===== config.mk =====
export PLATFORM = sky130hd
export DESIGN_NAME = ultrasonic_ranger_multi
export DESIGN_NICKNAME = d
export VERILOG_FILES = /design/src/rtl/ultrasonic_pkg.sv /design/src/rtl/us_tick_gen.sv /design/src/rtl/ultrasonic_ranger_multi.sv
export SDC_FILE = /design/constraint.sdc
export NUM_CORES = 1
export LEC_CHECK = 0
export BUFFER_PORTS_ARGS = -buffer_cell sky130_fd_sc_hd__buf_2
export CAP_MARGIN = 10
export CORE_ASPECT_RATIO = 0.9
export CORE_UTILIZATION = 40
export CTS_BUF_LIST = sky130_fd_sc_hd__clkbuf_4
export CTS_CLUSTER_SIZE = 40
export DETAILED_ROUTE_END_ITERATION = 16
export PLACE_DENSITY_LB_ADDON = 0.08
export SLEW_MARGIN = 10
export SYNTH_ARGS = -nofsm -noshare
export SYNTH_HDL_FRONTEND = slang
export SYNTH_SLANG_ARGS = --single-unit

===== constraint.sdc =====
create_clock -name clk -period 3.3 [get_ports clk]
set_input_delay 0.33 -clock clk [delete_from_list [all_inputs] [get_ports clk]]
set_output_delay 0.33 -clock clk [all_outputs]
set_load 0.02 [all_outputs]

===== src/rtl/ultrasonic_pkg.sv =====
// Shared definitions for the multi-channel ultrasonic ranger.
// FSM encoding, centimetre conversion constant and tick helper.
package ultrasonic_pkg;

    typedef enum logic [2:0] {
        ST_IDLE      = 3'd0,
        ST_TRIG      = 3'd1,
        ST_WAIT_RISE = 3'd2,
        ST_MEASURE   = 3'd3,
        ST_DONE      = 3'd4,
        ST_TOUT      = 3'd5,
        ST_HOLD      = 3'd6
    } state_e;

    // Round-trip sound time per centimetre of range, in microseconds.
    localparam int unsigned US_PER_CM = 58;

    // Clocks per microsecond, never less than one.
    function automatic int unsigned to_ticks(input int unsigned clk_hz);
        int unsigned t;
        t = clk_hz / 32'd1_000_000;
        return (t == 0) ? 32'd1 : t;
    endfunction

endpackage


===== src/rtl/us_tick_gen.sv =====
// Free-running 1 us prescaler.
// Emits a single-clock tick every CLK_HZ/1e6 clocks.
module us_tick_gen
    import ultrasonic_pkg::*;
#(
    parameter int unsigned CLK_HZ = 100_000_000
) (
    input  logic clk,
    input  logic reset_n,
    output logic tick
);

    localparam int unsigned DIV = to_ticks(CLK_HZ);
    localparam int unsigned CW  = (DIV > 1) ? $clog2(DIV) : 1;

    logic [CW-1:0] cnt_q;
    logic          tick_q;

    // Divide the clock and pulse on each wrap.
    always_ff @(posedge clk or negedge reset_n) begin
        if (!reset_n) begin
            cnt_q  <= '0;
            tick_q <= 1'b0;
        end else if (cnt_q == CW'(DIV - 1)) begin
            cnt_q  <= '0;
            tick_q <= 1'b1;
        end else begin
            cnt_q  <= cnt_q + 1'b1;
            tick_q <= 1'b0;
        end
    end

    assign tick = tick_q;

endmodule


===== src/rtl/ultrasonic_ranger_multi.sv =====
// Round-robin HC-SR04 ranging engine for N_CH sensors.
// Measures echo width in us and converts to cm by counting 58 us slices.
module ultrasonic_ranger_multi
    import ultrasonic_pkg::*;
#(
    parameter int unsigned CLK_HZ     = 100_000_000,
    parameter int unsigned N_CH       = 4,
    parameter int unsigned DIST_W     = 12,
    parameter int unsigned TRIG_US    = 10,
    parameter int unsigned TIMEOUT_US = 30000,
    parameter int unsigned PERIOD_US  = 60000,
    parameter int unsigned MAX_CM     = 400
) (
    input  logic                                   clk,
    input  logic                                   reset_n,
    input  logic                                   enable,
    input  logic [N_CH-1:0]                        echo,
    output logic [N_CH-1:0]                        trig,
    output logic [N_CH*DIST_W-1:0]                 distance,
    output logic [N_CH-1:0]                        dist_valid,
    output logic [N_CH-1:0]                        timeout_err,
    output logic [(N_CH>1?$clog2(N_CH):1)-1:0]     cur_ch,
    output logic                                   busy
);

    localparam int unsigned CH_W    = (N_CH > 1) ? $clog2(N_CH) : 1;
    localparam int unsigned TMR_MAX = (TIMEOUT_US > TRIG_US) ? TIMEOUT_US : TRIG_US;
    localparam int unsigned TMR_W   = $clog2(TMR_MAX + 1);
    localparam int unsigned PER_W   = $clog2(PERIOD_US + 1);
    localparam int unsigned CM_W    = $clog2(MAX_CM + 1);
    localparam int unsigned SUB_W   = $clog2(US_PER_CM);

    logic us_tick;

    us_tick_gen #(
        .CLK_HZ (CLK_HZ)
    ) u_tick (
        .clk     (clk),
        .reset_n (reset_n),
        .tick    (us_tick)
    );

    logic [N_CH-1:0] rise;
    logic [N_CH-1:0] fall;

    for (genvar k = 0; k < N_CH; k++) begin : g_sync
        // sh_q[1:0] is the synchroniser, sh_q[2] the previous sample.
        logic [2:0] sh_q;

        // Shift the raw echo pin through sync and edge stages.
        always_ff @(posedge clk or negedge reset_n) begin
            if (!reset_n) sh_q <= '0;
            else          sh_q <= {sh_q[1:0], echo[k]};
        end

        assign rise[k] = sh_q[1] & ~sh_q[2];
        assign fall[k] = ~sh_q[1] & sh_q[2];
    end

    state_e            state_q, state_d;
    logic [CH_W-1:0]   ch_q, ch_d;
    logic [TMR_W-1:0]  tmr_q, tmr_d;
    logic [PER_W-1:0]  per_q, per_d;
    logic [SUB_W-1:0]  sub_q, sub_d;
    logic [CM_W-1:0]   cm_q, cm_d;
    logic [N_CH-1:0]   trig_q, trig_d;
    logic [N_CH*DIST_W-1:0] dist_q;
    logic [N_CH-1:0]   dv_q;
    logic [N_CH-1:0]   tout_q;

    logic rise_sel;
    logic fall_sel;
    logic tmr_exp;
    logic load_done;
    logic set_tout;

    assign rise_sel = rise[ch_q];
    assign fall_sel = fall[ch_q];
    assign tmr_exp  = (tmr_q >= TMR_W'(TIMEOUT_US));

    // Next-state, timer and measurement counter logic.
    always_comb begin
        state_d = state_q;
        ch_d    = ch_q;
        tmr_d   = tmr_q;
        per_d   = per_q;
        sub_d   = sub_q;
        cm_d    = cm_q;
        if (us_tick && state_q != ST_IDLE && per_q != PER_W'(PERIOD_US))
            per_d = per_q + 1'b1;
        unique case (state_q)
            ST_IDLE: begin
                if (enable) begin
                    state_d = ST_TRIG;
                    tmr_d   = '0;
                    per_d   = '0;
                end
            end
            ST_TRIG: begin
                if (us_tick) tmr_d = tmr_q + 1'b1;
                if (tmr_q >= TMR_W'(TRIG_US)) begin
                    state_d = ST_WAIT_RISE;
                    tmr_d   = '0;
                    sub_d   = '0;
                    cm_d    = '0;
                end
            end
            ST_WAIT_RISE: begin
                if (us_tick) tmr_d = tmr_q + 1'b1;
                if (rise_sel)     state_d = ST_MEASURE;
                else if (tmr_exp) state_d = ST_TOUT;
            end
            ST_MEASURE: begin
                if (us_tick) begin
                    tmr_d = tmr_q + 1'b1;
                    if (sub_q == SUB_W'(US_PER_CM - 1)) begin
                        sub_d = '0;
                        if (cm_q < CM_W'(MAX_CM)) cm_d = cm_q + 1'b1;
                    end else begin
                        sub_d = sub_q + 1'b1;
                    end
                end
                if (fall_sel)     state_d = ST_DONE;
                else if (tmr_exp) state_d = ST_TOUT;
            end
            ST_DONE: state_d = ST_HOLD;
            ST_TOUT: state_d = ST_HOLD;
            ST_HOLD: begin
                if (per_q >= PER_W'(PERIOD_US)) begin
                    ch_d = (ch_q == CH_W'(N_CH - 1)) ? '0 : ch_q + 1'b1;
                    if (enable) begin
                        state_d = ST_TRIG;
                        tmr_d   = '0;
                        per_d   = '0;
                    end else begin
                        state_d = ST_IDLE;
                    end
                end
            end
            default: state_d = ST_IDLE;
        endcase
    end

    // Trigger pin pattern for the upcoming state.
    always_comb begin
        trig_d = '0;
        if (state_d == ST_TRIG) trig_d[ch_d] = 1'b1;
    end

    assign load_done = (state_q == ST_MEASURE) && (state_d == ST_DONE);
    assign set_tout  = (state_q != ST_TOUT) && (state_d == ST_TOUT);

    // FSM, counters and trigger register.
    always_ff @(posedge clk or negedge reset_n) begin
        if (!reset_n) begin
            state_q <= ST_IDLE;
            ch_q    <= '0;
            tmr_q   <= '0;
            per_q   <= '0;
            sub_q   <= '0;
            cm_q    <= '0;
            trig_q  <= '0;
        end else begin
            state_q <= state_d;
            ch_q    <= ch_d;
            tmr_q   <= tmr_d;
            per_q   <= per_d;
            sub_q   <= sub_d;
            cm_q    <= cm_d;
            trig_q  <= trig_d;
        end
    end

    // Per-channel results; the final tick of the echo is included in cm_d.
    always_ff @(posedge clk or negedge reset_n) begin
        if (!reset_n) begin
            dist_q <= '0;
            dv_q   <= '0;
            tout_q <= '0;
        end else begin
            dv_q <= '0;
            if (load_done) begin
                dist_q[ch_q*DIST_W +: DIST_W] <= DIST_W'(cm_d);
                dv_q[ch_q]   <= 1'b1;
                tout_q[ch_q] <= 1'b0;
            end
            if (set_tout) tout_q[ch_q] <= 1'b1;
        end
    end

    assign trig        = trig_q;
    assign distance    = dist_q;
    assign dist_valid  = dv_q;
    assign timeout_err = tout_q;
    assign cur_ch      = ch_q;
    assign busy        = (state_q != ST_IDLE);

endmodule


# ---- Yosys cells after proc, flatten, opt, wreduce, memory -nomap -nowiden
# Cells that the tools add are included.
dict set report op_classes {
  bitwise 19
  n_eq_ne 17
  n_shift 2
  mux 44
  magnitude_cmp 8
  reduce_logical 14
  addsub 7
  mul 1
}
# op count
set op_table {}
lappend op_table {{15-bit 2-to-1 mux} 4}
lappend op_table {{15-bit case mux with 4 select lines} 1}
lappend op_table {{48-bit bitwise mux} 1}
lappend op_table {{16-bit 2-to-1 mux} 3}
lappend op_table {{12-bit by 34-bit variable shift with 48-bit output, first input constant} 1}
lappend op_table {{12-bit by 34-bit variable part select with 48-bit output} 1}
lappend op_table {{9-bit 2-to-1 mux} 4}
lappend op_table {{6-bit negation with 34-bit output} 1}
lappend op_table {{16-bit case mux with 2 select lines} 1}
lappend op_table {{3-bit 2-to-1 mux} 6}
lappend op_table {{6-bit 2-to-1 mux} 3}
lappend op_table {{3-bit case mux with 6 select lines} 1}
lappend op_table {{9-bit case mux with 2 select lines} 1}
lappend op_table {{16-bit by 1-bit adder with 16-bit output, second input constant} 1}
lappend op_table {{16-bit greater-or-equal comparator, second input constant} 1}
lappend op_table {{4-bit 2-to-1 mux} 4}
lappend op_table {{16-bit inequality test, second input constant} 1}
lappend op_table {{15-bit by 1-bit adder with 15-bit output, second input constant} 1}
lappend op_table {{3-bit equality test, second input constant} 5}
lappend op_table {{15-bit greater-or-equal comparator, second input constant} 1}
lappend op_table {{15-bit by 4-bit greater-or-equal comparator with 1-bit output, second input constant} 1}
lappend op_table {{6-bit case mux with 2 select lines} 1}
lappend op_table {{9-bit by 1-bit adder with 9-bit output, second input constant} 1}
lappend op_table {{9-bit less-than comparator, second input constant} 1}
lappend op_table {{other kinds (32)} 66}
dict set report totals {
  input_bits 7
  ff_bits 131
  wordCells 128
}

# ---- Longest topological paths before layout
dict set report depth {
  depth_word 11
  depth_mapped 8
  ltp_nobuf 7
}

# ---- Cells and area by module
# A second synthesis with hierarchy kept.
dict set report unflattened {
  hier_cells 625
  area_unflattened_um2 6248.5
}
# module cells_each area_each_um2 seq_area_each_um2 n_inst
set by_module_without_submodules {}
lappend by_module_without_submodules {ultrasonic_ranger_multi 595 5878.1 3078.0 1}
lappend by_module_without_submodules {us_tick_gen 30 370.4 200.2 1}

# ---- Worst setup path after synthesis
# Ideal clock, no wire load.
dict set report synth_timing {
  kind {register -> register}
  startpoint {reg ch_q[0], in the netlist cur_ch[0]}
  endpoint {reg dist_q[31], in the netlist distance[31]}
  stages_incl_launch_ff 8
  t_arrival_ns 2.390
  path_slack_ns 0.830
  synth_period_minus_slack_ns 2.470
  path_cell_list {dfrtp_1 > inv_2 > ha_1 > nor3b_1 > nand2_1 > a2111o_1 > or4_4 > o211ai_2}
}
dict set report synth_via {
  elab_chain_len 6
  word_cells_on_any_way 14
  cone_classes {add/sub (1); mul (1); eq/ne (1); shift (2); mux (8); reduce/logical (1)}
}
# element line
set synth_rtl {}
lappend synth_rtl {{start: declaration} ultrasonic_ranger_multi.sv:61} ;# logic [CH_W-1:0] ch_q, ch_d;
lappend synth_rtl {{start signal: assignment} ultrasonic_ranger_multi.sv:165} ;# ch_q <= ch_d;
lappend synth_rtl {{parallel branches: the longest is 6 deep, another holds 6-bit negation with 34-bit output} -}
lappend synth_rtl {{end signal: indexed assignment} ultrasonic_ranger_multi.sv:183} ;# dist_q[ch_q*DIST_W +: DIST_W] <= DIST_W'(cm_d);
lappend synth_rtl {{end: declaration} ultrasonic_ranger_multi.sv:67} ;# logic [N_CH*DIST_W-1:0] dist_q;
# Parallel ways; which one is timed is not known. The select of a mux whose other input is x is not followed.
# A chain may end at the register's enable or synchronous reset.

# ---- Worst setup path in the final report
dict set report layout_timing {
  startpoint {reg ch_q[1], in the netlist cur_ch[1]}
  endpoint {reg dist_q[31], in the netlist distance[31]}
}
# Same word-level chain as after synthesis.

==> metrics <==
outcome completed; Worst setup SP type flip-flop; Crit. End Element flip-flop; All-Layer GR Usage 20.0%; critical path buffer and inverter count 1; Cells after Synth between 600 and 700; number of post-CTS setup repair buffers 0; setup repair after global routing missed its margin no; fraction of synthesized area in multiplexers 1.63%; max cap viols 0; H-tree lvl count 4; number of top-level design ports 70; Critical Path RT 3.76 ns; largest net degree at the start of global routing 61; final net count 740; Clk Tree Root Cell clkbuf_4; worst-path cell chain inv_2, ha_1, nor3b_1, nand2_1, a2111o_1, or4_4, o211ai_2; final hold violation count 0; sum of overflow across all layers after global routing 0; largest family of logic cells by synthesized area simple AND/OR/NAND/NOR gates; path type of the worst setup path flip-flop to flip-flop; number of buffers created by CTS 17; Tightest Hold Check Type flip-flop to flip-flop; TritonCTS clock tree yes; Final GP Congestion 0.838; category of cells accounting for the largest share of critical-path delay simple AND/OR/NAND/NOR gates; CP max stage delay ~0.57 ns; count of antenna-violating nets left after detailed routing 0; number of iterations in the first detailed-routing pass 4; Worst IR Drop VDD 321 uV; warning count from the yosys run 0; P per Cell Area 428 mW/mm^2; DP Wirelength 10.8 mm; routed vias/inst between 5 and 6; share of synthesized cell area in and, or, nand and nor gates 20.8%; Post-route DRC 0; count of flip-flops with a built-in enable after synthesis 0; post-DR wirelength/cell between 15 and 20 um; hold path start g_sync[1].sh_q[0]$_DFF_PN0_; worst hold slack across all endpoints 0.359 ns; clk_lat worst skew ~0.53 ns; time the worst path needs with I/O delays and setup 2.61 ns; initial cell density of the core 41.1%; FF-to-FF Start cur_ch[1]$_DFF_PN0_; sequential share of the synthesized area 51.4%; total of buffers placed on input and output ports 69; Mapped Area 0.00637 sq mm; core box area roughly 0.015 sq mm; proportion of synthesized flip-flops having asynchronous set or reset 100%; count of unique library cells instantiated by Yosys 74; peak fanout along the critical path 11; global-route wire length before repair between 20 and 30 mm; floorplan row count 43; relative area change from synthesis to final layout 14.9%; final-report max-slew violation count 0; Setup TNS Final 0 ns; leakage power total between 3 and 4 nW; Most used DFF post-synth dfrtp_1; number of failing setup endpoints in the final timing report 0; actual slew at the worst max-slew pin approximately 1.1 ns; clock transition at the register clock pins on the worst setup and hold paths after CTS 0.12 ns; height of the die 122 um; via count of the first global-routing pass slightly below 5k; post-synthesis share of cell area spent on full adders, half adders and majority gates 3.14%; complex-gate fraction of the synthesized area ~17%; mean cell area of the mapped netlist 10.1 sq um; worst-case headroom to the max-slew limit 26.7%; parity-gate share of the synthesized area counting xor and xnor cells 2.61%; fraction of final layout cells sized beyond drive strength 1 around 18%; number of nets produced by synthesis 656; Worst setup startpoint cur_ch[1]$_DFF_PN0_; clock tree buffer depth 2; die footprint 0.0164 sq mm; wire length reported by the detailed router 15.5 mm; final setup skew 0.0150 ns; #FFs+latches synth 131; top area cells in the synthesized netlist dfrtp_1 51%, nand2_1 3.8%, ha_1 3.1%, o21ai_0 3.1%, nor2_1 2.7%; number of resized instances in the post-cts repair step 0; top cell type's share of synthesized area 51.4%; final cycle utilization of the critical path 79.1%; leading cell type in the layout, fill and taps excluded dfrtp_1; data arrival at the endpoint of the critical path a little over 3 ns; number of antenna violations at the first check in global routing 1; commonest cells after routing, fill and taps aside 131 x dfrtp_1, 68 x buf_2, 64 x nand2_1; number of vias after detailed routing 5132; critical-path cell with the highest stage delay dfrtp_1; library cell occupying the most area in the post-synthesis netlist dfrtp_1; Fmax achieved 383 MHz; DR iter-0 viols between 200 and 250; die width 135 um; clk sink count roughly 130
## final timing paths
check                                         endpoint  slack, ns  depth (start not counted)
max reg2reg                   distance[31]$_DFFE_PN0P_       0.69                          7
min reg2reg                g_sync[1].sh_q[1]$_DFF_PN0_       0.36                          0
min                        g_sync[1].sh_q[1]$_DFF_PN0_       0.36                          0
max                           distance[31]$_DFFE_PN0P_       0.69                          7
min in group asynchronous         tmr_q[8]$_DFFE_PN0P_       0.39                          2
max in group asynchronous     distance[19]$_DFFE_PN0P_       1.98                          3
## logic make-up (layout without fill, tap and decap cells)
family                   after synthesis  after routing
other                                  0              1
multiplexers                           9              9
AO/OA/AOI/OAI                        143            143
XOR/XNOR                              19             19
adder cells (fa/ha/maj)               16             16
AND/OR/NAND/NOR                      255            255
flip-flops                           131            131
buffers and inverters                 60            156
## timing repair
action | in CTS | in global routing
endpoints found under the hold margin | 62 | 0
hold buffers | 5 | 0
endpoints found under the setup margin | 0 | 0
## report_power, final
group          switching (mW)  total, mW  internal [mW]
registers              0.0912       1.77           1.68
logic                   0.136      0.240          0.103
clock network           0.609       1.13          0.517
total                   0.837       3.13           2.30
## state kept, by name, indices dropped and copies added, names as in the netlist
| register | flops |
|---|---|
| g_sync.sh_q | 12 |
| per_q | 16 |
| cur_ch | 2 |
| state_q | 3 |
| u_tick.tick | 1 |
| dist_valid | 4 |
| distance | 48 |
| sub_q | 6 |
| tmr_q | 15 |
| timeout_err | 4 |
| trig | 4 |
| cm_q | 9 |
| u_tick.cnt_q | 7 |
## per-stage QoR
stage	instances	instance area [sq um]	utilization (%)	power [mW]	setup WS (ns)
after floorplan	633	6370	-	1.94	0.830
after global placement	895	6980	45.1	2.03	0.795
after detailed placement	895	6980	45.1	2.03	0.717
after CTS	931	7320	47.2	3.18	0.686
after global routing	932	7320	47.3	3.30	0.528
final	932	7320	47.3	3.13	0.689
## Yosys cell counts (all sizes together) (5+ instances only)
master and number:
o211ai 5, nor2 46, nor4 11, a31oi 9, a21oi 11, o2bb2ai 9, nand2b 10, a22o 5
xnor2 15, nor2b 9, inv 40, a211oi 13, o221ai 8, buf 8, mux2i 7, nand2 64
ha 16, o31ai 6, and2 14, dfrtp 131, or3 7, nand4 16, nand3 32, a211o 6
and3 8, or4 5, clkbuf 12, o21ai 40, nor3 11
## per-layer routing
layer | wire length [um] | global-route usage (%) | up-vias
met5 | 0 | 0 | -
met4 | 208 | 6.39 | 0
met3 | 639 | 5.04 | 13
met2 | 6860 | 29.9 | 107
met1 | 7750 | 28.4 | 2545
li1 | - | - | 2467
## final cells by class
class	instances	area, sq um
fillers	1510	8170
diodes	1	2.50
multi-input cells	442	2860
repair buffers	85	493
inverters	40	150
flip-flops and latches	131	3280
well taps	202	253
clock buffers	17	128
clock inverters	14	163
Note: power is estimated with default switching activity, not from simulation.
